## config.mk

```make
export PLATFORM = sky130hd
export DESIGN_NAME = des_block_sequencer
export DESIGN_NICKNAME = d
export VERILOG_FILES = /design/src/rtl/des_pkg.sv /design/src/rtl/des_seq_ram.sv /design/src/rtl/des_block_sequencer.sv
export SDC_FILE = /design/constraint.sdc
export NUM_CORES = 1
export LEC_CHECK = 0
export BUFFER_PORTS_ARGS = -buffer_cell sky130_fd_sc_hd__buf_2
export CORE_ASPECT_RATIO = 1.4
export CORE_MARGIN = 5
export CORE_UTILIZATION = 57
export CTS_BUF_LIST = sky130_fd_sc_hd__clkbuf_2
export DETAILED_ROUTE_END_ITERATION = 8
export PLACE_DENSITY_LB_ADDON = 0.12
export SYNTH_ARGS = -nofsm -noshare
export SYNTH_HDL_FRONTEND = slang
export SYNTH_HIERARCHICAL = 1
export SYNTH_SLANG_ARGS = --single-unit
export TNS_END_PERCENT = 50
```

## constraint.sdc

```tcl
create_clock -name clk -period 4.35 [get_ports clk]
set_input_delay 0.87 -clock clk [delete_from_list [all_inputs] [get_ports clk]]
set_output_delay 0.87 -clock clk [all_outputs]
set_load 0.02 [all_outputs]
```

## src/rtl/des_pkg.sv

```systemverilog
// des_pkg: FSM state encoding, block geometry and status bit positions shared by
// the DES block sequencer and its bench.
package des_pkg;

  localparam int BLK_WORDS = 4;

  localparam int ST_DROPPED_BUSY = 0;
  localparam int ST_OVERFLOW     = 1;
  localparam int ST_RD_UNDERRUN  = 2;
  localparam int ST_TIMEOUT      = 3;

  typedef enum logic [2:0] {
    S_IDLE  = 3'd0,
    S_LOAD  = 3'd1,
    S_KICK  = 3'd2,
    S_WAIT  = 3'd3,
    S_STORE = 3'd4,
    S_FIN   = 3'd5
  } seq_state_t;

endpackage

```

## src/rtl/des_seq_ram.sv

```systemverilog
// des_seq_ram: single-port word buffer with registered read (1-cycle latency).
// The read register only updates on read cycles, so it holds the last word read.
module des_seq_ram #(
  parameter int DEPTH_WORDS = 64,
  parameter int AW          = 6
) (
  input  logic          clk,
  input  logic          reset,
  input  logic          en,
  input  logic          we,
  input  logic [AW-1:0] addr,
  input  logic [15:0]   wdata,
  output logic [15:0]   rdata
);

  logic [15:0] mem [DEPTH_WORDS];
  logic [15:0] rdata_reg;

  always_ff @(posedge clk) begin
    if (en && we) begin
      mem[addr] <= wdata;
    end
  end

  always_ff @(posedge clk) begin
    if (reset) begin
      rdata_reg <= '0;
    end else if (en && !we) begin
      rdata_reg <= mem[addr];
    end
  end

  assign rdata = rdata_reg;

endmodule

```

## src/rtl/des_block_sequencer.sv

```systemverilog
// des_block_sequencer: buffers host pipe words in a local RAM, runs each 64-bit block
// through des_core and writes results back in place. Core watchdog: `DES_SEQ_TIMEOUT_EN.
module des_block_sequencer
  import des_pkg::*;
#(
  parameter int DEPTH_WORDS = 64,
  parameter int AW          = 6,
  parameter int TIMEOUT_CYC = 1024
) (
  input  logic        clk,
  input  logic        reset,
  input  logic        start,
  input  logic        ptr_reset,
  input  logic        decrypt,
  input  logic [63:0] key,
  input  logic        pi_write,
  input  logic [15:0] pi_data,
  input  logic        po_read,
  output logic [15:0] po_data,
  output logic        core_start,
  output logic        core_decrypt,
  output logic [63:0] core_key,
  output logic [63:0] core_din,
  input  logic        core_done,
  input  logic [63:0] core_dout,
  output logic        done,
  output logic        busy,
  output logic [3:0]  status
);

  localparam int BW  = $clog2(BLK_WORDS);
  localparam int NBW = AW - BW;
  localparam logic [AW:0] DEPTH_PTR = (AW+1)'(DEPTH_WORDS);

  seq_state_t     state_reg, state_next;
  logic [NBW-1:0] blk_reg, blk_next;
  logic [BW:0]    sub_reg, sub_next;
  logic [63:0]    data_reg, data_next;
  logic [63:0]    key_reg, key_next;
  logic           dec_reg, dec_next;
  logic [AW:0]    wr_ptr_reg, wr_ptr_next;
  logic [AW:0]    rd_ptr_reg, rd_ptr_next;
  logic [3:0]     status_reg, status_next;
  logic           po_sel_reg, po_sel_next;

  logic           ram_en, ram_we;
  logic [AW-1:0]  ram_addr;
  logic [15:0]    ram_wdata, ram_rdata;

  logic [BLK_WORDS-1:0] word_valid;
  logic [AW:0]          next_blk_base;
  logic                 last_blk;
  logic [BW-1:0]        sub_idx, cap_idx;

`ifdef DES_SEQ_TIMEOUT_EN
  localparam int TW = $clog2(TIMEOUT_CYC + 1);
  logic [TW-1:0] wait_cnt_reg, wait_cnt_next;
`endif

  // A word slot of the current block is real data only if it lies below wr_ptr.
  for (genvar gi = 0; gi < BLK_WORDS; gi++) begin : g_valid
    assign word_valid[gi] = ({1'b0, blk_reg, BW'(gi)} < wr_ptr_reg);
  end

  assign next_blk_base = {1'b0, blk_reg, BW'(0)} + (AW+1)'(BLK_WORDS);
  assign last_blk      = (next_blk_base >= wr_ptr_reg);
  assign sub_idx       = sub_reg[BW-1:0];
  assign cap_idx       = sub_idx - BW'(1);

  des_seq_ram #(
    .DEPTH_WORDS (DEPTH_WORDS),
    .AW          (AW)
  ) u_ram (
    .clk   (clk),
    .reset (reset),
    .en    (ram_en),
    .we    (ram_we),
    .addr  (ram_addr),
    .wdata (ram_wdata),
    .rdata (ram_rdata)
  );

  always_ff @(posedge clk) begin
    if (reset) begin
      state_reg  <= S_IDLE;
      blk_reg    <= '0;
      sub_reg    <= '0;
      data_reg   <= '0;
      key_reg    <= '0;
      dec_reg    <= 1'b0;
      wr_ptr_reg <= '0;
      rd_ptr_reg <= '0;
      status_reg <= '0;
      po_sel_reg <= 1'b0;
`ifdef DES_SEQ_TIMEOUT_EN
      wait_cnt_reg <= '0;
`endif
    end else begin
      state_reg  <= state_next;
      blk_reg    <= blk_next;
      sub_reg    <= sub_next;
      data_reg   <= data_next;
      key_reg    <= key_next;
      dec_reg    <= dec_next;
      wr_ptr_reg <= wr_ptr_next;
      rd_ptr_reg <= rd_ptr_next;
      status_reg <= status_next;
      po_sel_reg <= po_sel_next;
`ifdef DES_SEQ_TIMEOUT_EN
      wait_cnt_reg <= wait_cnt_next;
`endif
    end
  end

  always_comb begin
    state_next  = state_reg;
    blk_next    = blk_reg;
    sub_next    = sub_reg;
    data_next   = data_reg;
    key_next    = key_reg;
    dec_next    = dec_reg;
    wr_ptr_next = wr_ptr_reg;
    rd_ptr_next = rd_ptr_reg;
    status_next = status_reg;
    po_sel_next = po_sel_reg;
    ram_en      = 1'b0;
    ram_we      = 1'b0;
    ram_addr    = '0;
    ram_wdata   = '0;
    core_start  = 1'b0;
    done        = 1'b0;
    busy        = 1'b0;
`ifdef DES_SEQ_TIMEOUT_EN
    wait_cnt_next = wait_cnt_reg;
`endif

    // FIN still owns the RAM, so a write there is dropped like any busy write.
    if (state_reg != S_IDLE && pi_write) begin
      status_next[ST_DROPPED_BUSY] = 1'b1;
    end

    case (state_reg)
      S_IDLE: begin
        // One RAM port: ptr_reset beats a write, a write beats a read.
        if (ptr_reset) begin
          wr_ptr_next = '0;
          rd_ptr_next = '0;
          status_next = '0;
        end else if (pi_write) begin
          if (wr_ptr_reg == DEPTH_PTR) begin
            status_next[ST_OVERFLOW] = 1'b1;
          end else begin
            ram_en      = 1'b1;
            ram_we      = 1'b1;
            ram_addr    = wr_ptr_reg[AW-1:0];
            ram_wdata   = pi_data;
            wr_ptr_next = wr_ptr_reg + (AW+1)'(1);
          end
        end else if (po_read) begin
          if (rd_ptr_reg >= wr_ptr_reg) begin
            status_next[ST_RD_UNDERRUN] = 1'b1;
            po_sel_next                 = 1'b0;
          end else begin
            ram_en      = 1'b1;
            ram_addr    = rd_ptr_reg[AW-1:0];
            rd_ptr_next = rd_ptr_reg + (AW+1)'(1);
            po_sel_next = 1'b1;
          end
        end
        if (start) begin
          key_next    = key;
          dec_next    = decrypt;
          blk_next    = '0;
          sub_next    = '0;
          po_sel_next = 1'b0;
          state_next  = (wr_ptr_reg == '0) ? S_FIN : S_LOAD;
        end
      end

      S_LOAD: begin
        busy = 1'b1;
        if (!sub_reg[BW]) begin
          ram_en   = word_valid[sub_idx];
          ram_addr = {blk_reg, sub_idx};
        end
        // Each captured word shifts in from the bottom, so word 0 ends in [63:48].
        if (sub_reg != '0) begin
          data_next = {data_reg[47:0], word_valid[cap_idx] ? ram_rdata : 16'h0000};
        end
        if (sub_reg[BW]) begin
          sub_next   = '0;
          state_next = S_KICK;
        end else begin
          sub_next = sub_reg + (BW+1)'(1);
        end
      end

      S_KICK: begin
        busy       = 1'b1;
        core_start = 1'b1;
        state_next = S_WAIT;
`ifdef DES_SEQ_TIMEOUT_EN
        wait_cnt_next = '0;
`endif
      end

      S_WAIT: begin
        busy = 1'b1;
        if (core_done) begin
          data_next  = core_dout;
          state_next = S_STORE;
        end
`ifdef DES_SEQ_TIMEOUT_EN
        else if (wait_cnt_reg == TW'(TIMEOUT_CYC - 1)) begin
          status_next[ST_TIMEOUT] = 1'b1;
          state_next              = S_FIN;
        end else begin
          wait_cnt_next = wait_cnt_reg + TW'(1);
        end
`endif
      end

      S_STORE: begin
        busy      = 1'b1;
        ram_en    = word_valid[sub_idx];
        ram_we    = 1'b1;
        ram_addr  = {blk_reg, sub_idx};
        ram_wdata = data_reg[63:48];
        data_next = {data_reg[47:0], 16'h0000};
        if (sub_idx == BW'(BLK_WORDS - 1)) begin
          sub_next = '0;
          if (last_blk) begin
            state_next = S_FIN;
          end else begin
            blk_next   = blk_reg + NBW'(1);
            state_next = S_LOAD;
          end
        end else begin
          sub_next = sub_reg + (BW+1)'(1);
        end
      end

      S_FIN: begin
        done       = 1'b1;
        state_next = S_IDLE;
      end

      default: state_next = S_IDLE;
    endcase
  end

  assign po_data      = po_sel_reg ? ram_rdata : 16'h0000;
  assign core_decrypt = dec_reg;
  assign core_key     = key_reg;
  assign core_din     = data_reg;
  assign status       = status_reg;

endmodule
```

==> results of run 1 <==
[kinds of logic (layout without fill, tap and decap cells)]
logic type,count (synthesis),after routing,synth area share
mux,244,244,0.07209
other cells,1,14,0.00007882
xor+xnor,5,5,0.0009205
compound gates,721,721,0.1120
flops,1197,1197,0.7191
simple gates,683,683,0.06288
buf+inv,239,1367,0.02688
fa+ha+maj,23,23,0.006049
[worst max-delay path by stage]
| stage | end | slack (ns) | cells after the start |
|---|---|---|---|
| 6_report | u_ram/rdata[3] | 0.02 | 12 |
| 5_1_grt | u_ram/rdata[9] | -0.03 | 14 |
| 4_1_cts | u_ram/mem[11][15] | 0.03 | 13 |
| 3_5_place_dp | u_ram/rdata[13] | 0.1 | 12 |
| 3_3_place_gp | u_ram/rdata[1] | 0.07 | 13 |
| 2_1_floorplan | u_ram/mem[32][0] | 0.09 | 16 |
[stage by stage]
step | hold WS (ns) | TNS [ns] | area, sq um | cells
final | 0.1519 | 0 | 57620 | 5333
after global routing | -0.02160 | -0.1153 | 57610 | 5332
after CTS | 0.0008452 | 0 | 57460 | 5315
after detailed placement | 0.4442 | 0 | 52310 | 4553
after global placement | 0.4396 | 0 | 52310 | 4553
after floorplan | 0.4556 | 0 | 47570 | 3113
[synthesized netlist by cell type (70+ instances only)]
library cell	n
edfxtp_1	1024
nand2_1	293
nor2_1	231
dfxtp_1	173
a21oi_1	160
a221oi_1	141
a22oi_1	101
buf_2	86
mux2_2	85
mux2i_1	85
clkbuf_1	77
mux4_2	70
[cell type report]
| cell class | instances | area (sq um) | share of cell area |
|---|---|---|---|
| Antenna cell | 13 | 32.53 | 0.0005646 |
| Timing Repair Buffer | 866 | 7351 | 0.1276 |
| Inverter | 18 | 67.56 | 0.001173 |
| Sequential cell | 1197 | 34210 | 0.5938 |
| Clock inverter | 73 | 311.5 | 0.005407 |
| Tap cell | 1079 | 1350 | 0.02343 |
| Clock buffer | 410 | 2052 | 0.03562 |
| Multi-Input combinational cell | 1677 | 12240 | 0.2124 |
[worst reg2reg max path, delay by kind of cell, from the launching register on]
kind	cells	cell delay [ns]
fa+ha+maj	1	0.32
simple gates	4	1.49
compound gates	5	1.68
flops	1	0.44
buf+inv	2	0.33
[layer usage]
metal	global-route usage	vias up	routed length (microns)
met3	0.08807	605	16520
met2	0.5927	2484	79290
met4	0.2087	2	11380
li1	-	14372	-
met5	0	-	12
met1	0.4335	17040	55640
[power groups by stage]
stage / logic [uW] / registers (uW) / clock network (uW)
after CTS: 6440 / 13900 / 7010
after detailed placement: 6130 / 14200 / 0
after global routing: 7020 / 14000 / 7710
after global placement: 6010 / 14100 / 0
final: 6710 / 14000 / 6940
after floorplan: 3120 / 14400 / 0
[timing repair]
| item | CTS | global route |
|---|---|---|
| endpoints found under the setup margin | 0 | 111 |
| setup buffers | 0 | 4 |
| gates resized for setup | 0 | 15 |
| hold endpoints to repair | 221 | 0 |
| hold buffers | 279 | 0 |
==> impl_metrics.py, run 1 <==
metrics = {
    "power": {
        "pwr-share-seq": 0.506,
        "power.density_mw_per_mm2": 479.2,
        "power.switching_uw": 9378,
        "clockPowerShare": 0.251,
        "combPwrFrac": 0.243,
        "leakage_uw": 0.02050,
        "power_uw": 27610,
        "ir_drop_mv": 0.4946,
        "p_int_uw": 18230,
        "swShare": 0.3397,
    },
    "finish": {
        "fillCellCount": 5556,
        "final_cell_mix": "edfxtp_1, clkbuf_2, buf_2",
        "nets": 4229,
        "regMostFlops": "u_ram/mem",
        "largest_reg_flops": 1024,
        "synthToLayoutAreaGrowth_pct": 21.11,
        "final_common_cell": "edfxtp_1",
        "drive_above_1_share": 0.2936,
        "post-route-util": 0.6951,
    },
    "setup_path": {
        "crit_path_start_kind": "flip-flop",
        "cp_slowest_cell": "and3b_1",
        "required_ns": 5.81,
        "cp_num_buf_inv": 2,
        "rr_startpoint": "wr_ptr_reg[3]",
        "cp_max_fo": 10,
        "ff2ff_setup_slack_ns": 0.02,
        "path_delay_family": "compound AO/OA/AOI/OAI gates",
        "cp_cell_sequence": "inv_1 > ha_1 > and4_1 > o21ai_0 > o21ai_1 > nor2_2 > buf_4 > a221o_1 > and3b_1 > o21ai_0 > and4_1 > a311oi_1",
        "end_kind": "flip-flop",
        "r2r_cells": 12,
        "r2r_end": "u_ram/rdata[3]",
        "crit_arrival_ns": 5.79,
        "worst_path_largest_cell_delay_ns": 0.84,
        "worstSetupPathType": "flip-flop to flip-flop",
        "worstSetupStartpoint": "wr_ptr_reg[3]",
    },
    "floorplanning": {
        "io_pins": 304,
        "die_area_sq_mm": 0.08942,
        "die_h_microns": 351.8,
        "start_util": 0.5739,
        "coreArea_sq_mm": 0.08289,
        "rows": 125,
        "die_x_microns": 254.2,
    },
    "routing": {
        "wl_per_cell_microns": 30.53,
        "vias": 34503,
        "drt-initial-drc-count": 4471,
        "drt-pass1-iter-count": 6,
        "via_per_inst": 6.470,
        "ant_nets": 0,
        "routed_wl_microns": 162800,
        "drc_errors": 0,
    },
    "clock_tree": {
        "cts_sinks": 1197,
        "htree_num_levels": 5,
        "tritoncts": "yes",
        "clk_latency_ns": 1.63,
        "clock_path_buffers": 4,
        "clockRootBuffer": "clkbuf_2",
        "cts_made_buffers": 294,
        "clkTransAtPathRegs_ns": 0.11,
    },
    "worst_hold_path": {
        "min_path_type": "input pin to flip-flop",
        "whs_path_depth": 4,
        "hold_end": "core_din[32]",
        "hold_start": "core_dout[32]",
    },
    "sta": {
        "hold_viol_final": 0,
        "setup_viol": 0,
        "layout_setup_ws_ns": 0.02452,
        "rsz0062_at_grt": "true",
        "worst_pin_slew_ns": 1.310,
        "clock_skew_ns": 0.2040,
        "slew_headroom": 0.1235,
        "max_freq_mhz": 231.2,
        "layout_worst_path_cycle_share": 0.9944,
        "min_period_ns": 4.325,
        "slew_viol_final": 0,
    },
    "yosys": {
        "synth_area_per_cell_sq_um": 15.28,
        "synthTopCellsByArea": "edfxtp_1, dfxtp_1, mux4_2",
        "synth-seq-cells": 1197,
        "yosysSeqAreaShare": 0.7191,
        "netlist.top_cell.by_area": "edfxtp_1",
        "synth_edf_count": 1024,
        "postSynth.asyncResetShare": 0,
        "syn_nets": 3288,
        "ys.warnings.count": 6,
        "synth_top_area_frac": 0.6463,
        "synth_cells": 3113,
        "ys.flop_type": "edfxtp_1",
        "synth_cell_types": 87,
        "synth_area_sq_mm": 0.04757,
    },
    "global_route": {
        "overflow": 0,
        "grt_usage": 0.3595,
        "grt_max_degree": 92,
        "grt_antenna_before_repair": 10,
        "grt_pass1_vias": 35196,
        "grt_pass1_wl_microns": 233600,
    },
    "job": {
        "drv_cap": 0,
    },
    "place": {
        "pre_cts_slack_ns": 0.09668,
        "place_hpwl_microns": 100700,
        "globalplace.congestion": 1.007,
        "numPortBuffers": 302,
    },
    "run_status": {
        "run_status": "completed",
    },
}
Power figures use the tool's default switching activity.
==> run 2: changes to the inputs <==
SETUP_SLACK_MARGIN = 0.4   (was not set)
==> run 2 against run 1 <==
- clock power decreased by 1%
- combinational power grew 3.0%
- critical endpoint is now u_ram/rdata[12]
- sequential power barely moved
- sequential share of layout area down 0.67 points
- largest power group unchanged
- first-iteration DRC count up 0.63%
- final area rose by 1.2%
- die area unchanged
- sequential cell count unchanged
- power increased by 0.47%
- largest cell class unchanged
- utilization grew 0.81 points
- maximum frequency is 9.6% higher
==> impl_metrics.py, run 2 (synthesized netlist as in run 1, its figures left out) <==
metrics = {
    "run_status": {
        "run_status": "completed",
    },
    "floorplanning": {
        "coreArea_sq_mm": 0.08289,
        "io_pins": 304,
        "die_h_microns": 351.8,
        "die_x_microns": 254.2,
        "rows": 125,
        "start_util": 0.5739,
        "die_area_sq_mm": 0.08942,
    },
    "sta": {
        "hold_viol_final": 0,
        "slew_viol_final": 0,
        "setup_viol": 0,
        "rsz0062_at_grt": "true",
        "fin_setup_tns_ns": 0,
        "clock_skew_ns": 0.1448,
        "layout_worst_path_cycle_share": 0.9073,
        "min_period_ns": 3.947,
        "max_freq_mhz": 253.4,
        "slew_headroom": 0.1109,
        "worst_pin_slew_ns": 1.329,
    },
    "setup_path": {
        "required_ns": 5.79,
        "cp_max_fo": 7,
        "crit_arrival_ns": 5.38,
        "ff2ff_setup_slack_ns": 0.40,
        "worst_path_largest_cell_delay_ns": 0.38,
        "end_kind": "flip-flop",
        "cp_cell_sequence": "inv_1 > ha_1 > nand2b_1 > a211oi_2 > o21ai_2 > buf_4 > nor3_2 > a221o_4 > bufbuf_16 > nor2_4 > buf_12 > buf_4 > a221oi_1 > nor2_1 > o21ai_2 > buf_4 > o221a_1 > buf_4 > a311oi_1",
        "r2r_cells": 19,
        "worstSetupPathType": "flip-flop to flip-flop",
        "crit_path_frequent_cell": "buf_4",
        "crit_path_start_kind": "flip-flop",
        "cp_slowest_cell": "dfxtp_4",
    },
    "routing": {
        "ant_nets": 0,
        "drt-pass1-iter-count": 6,
        "drt-initial-drc-count": 4499,
        "routed_wl_microns": 165500,
        "wl_per_cell_microns": 30.77,
        "via_per_inst": 6.448,
        "drc_errors": 0,
        "vias": 34680,
    },
    "global_route": {
        "grt_usage": 0.3651,
        "grt_pass1_wl_microns": 235900,
        "grt_max_degree": 113,
        "grt_antenna_before_repair": 9,
        "overflow": 0,
        "grt_pass1_vias": 35217,
    },
    "job": {
        "drv_cap": 0,
    },
    "finish": {
        "drive_above_1_share": 0.3256,
        "synthToLayoutAreaGrowth_pct": 22.52,
        "final_common_cell": "edfxtp_1",
        "largest_reg_flops": 1024,
        "final_area_sq_mm": 0.05829,
        "final_cell_mix": "edfxtp_1, clkbuf_2, buf_2",
        "post-route-util": 0.7032,
        "nets": 4270,
        "regMostFlops": "u_ram/mem",
    },
    "clock_tree": {
        "cts_sinks": 1197,
        "clk_latency_ns": 1.63,
        "clock_path_buffers": 4,
        "clkTransAtPathRegs_ns": 0.11,
        "tritoncts": "yes",
        "htree_num_levels": 5,
        "cts_made_buffers": 291,
        "clockRootBuffer": "clkbuf_2",
    },
    "place": {
        "numPortBuffers": 302,
        "place_hpwl_microns": 102400,
        "placed_area_sq_mm": 0.05262,
        "globalplace.congestion": 1.010,
    },
    "power": {
        "power.density_mw_per_mm2": 475.9,
        "ir_drop_mv": 0.5218,
        "leakage_uw": 0.02072,
        "power_uw": 27740,
    },
    "worst_hold_path": {
        "whs_path_depth": 4,
        "min_path_type": "input pin to flip-flop",
    },
}
## run 2: cell types whose count changed in the layout (fill, tap and decap cells not counted), moves of 8 or more
cell,change
nor2_2,+24
a221oi_2,+11
dlygate4sd3_1,-16
clkbuf_2,+8
buf_4,+56
o21ai_0,-14
nor2_1,-31
a221oi_1,-12
## run 2: layout make-up
type / instances / area, sq um
Timing Repair Buffer: 910 / 7671
Multi-Input combinational cell: 1677 / 12590
Antenna cell: 11 / 27.53
Clock inverter: 68 / 265.3
Clock buffer: 418 / 2092
Inverter: 18 / 72.57
Fill cell: 5492 / 24600
Tap cell: 1079 / 1350
Sequential cell: 1197 / 34220
## run 2: worst max-delay path, delay by kind of cell (launching register included)
kind	cells	cell delay, ns
AOI/OAI and AO/OA	7	1.55
adders and majority gates	1	0.26
buffers and inverters	7	1.20
DFF	1	0.38
and+or+nand+nor	4	0.45
## run 2: timing repair
action                                 in CTS  in global routing
hold buffers                              264                  0
gates resized for setup                    55                 49
gates cloned                                2                  0
setup endpoints to repair                 361                278
pin swaps                                   8                 12
buffers inserted                           16                  4
endpoints found under the hold margin     369                  0
## run 2: final timing paths
kind | from | to
max | rd_ptr_reg[0] | u_ram/rdata[12]
min | core_dout[44] | core_din[44]
max reg2reg | rd_ptr_reg[0] | u_ram/rdata[12]
min reg2reg | core_key[42] | core_key[42]
## run 2: routing by layer
metal	wire length (microns)	vias up	GRT usage
met4	11580	2	0.2224
met3	16030	583	0.09375
met2	81010	2333	0.5999
li1	-	14461	-
met1	56830	17301	0.4344
met5	7	-	0
## run 2: through the flow
stage / cells / worst slack, ns / hold slack [ns]
2_1_floorplan: 3113 / 0.1947 / 0.4556
4_1_cts: 5362 / 0.3954 / 0.002305
3_3_place_gp: 4594 / -0.3951 / 0.4386
3_5_place_dp: 4594 / -0.2846 / 0.4446
6_report: 5378 / 0.4032 / 0.1658
5_1_grt: 5376 / 0.3746 / 0.04294
## run 2: power breakdown
group	leakage [uW]	switching [uW]	total [uW]	internal, uW
Combinational	0.00800	4540	6910	2370
Sequential	0.0108	587	14000	13400
Clock	0.00188	4320	6870	2550
Total	0.0207	9450	27700	18300
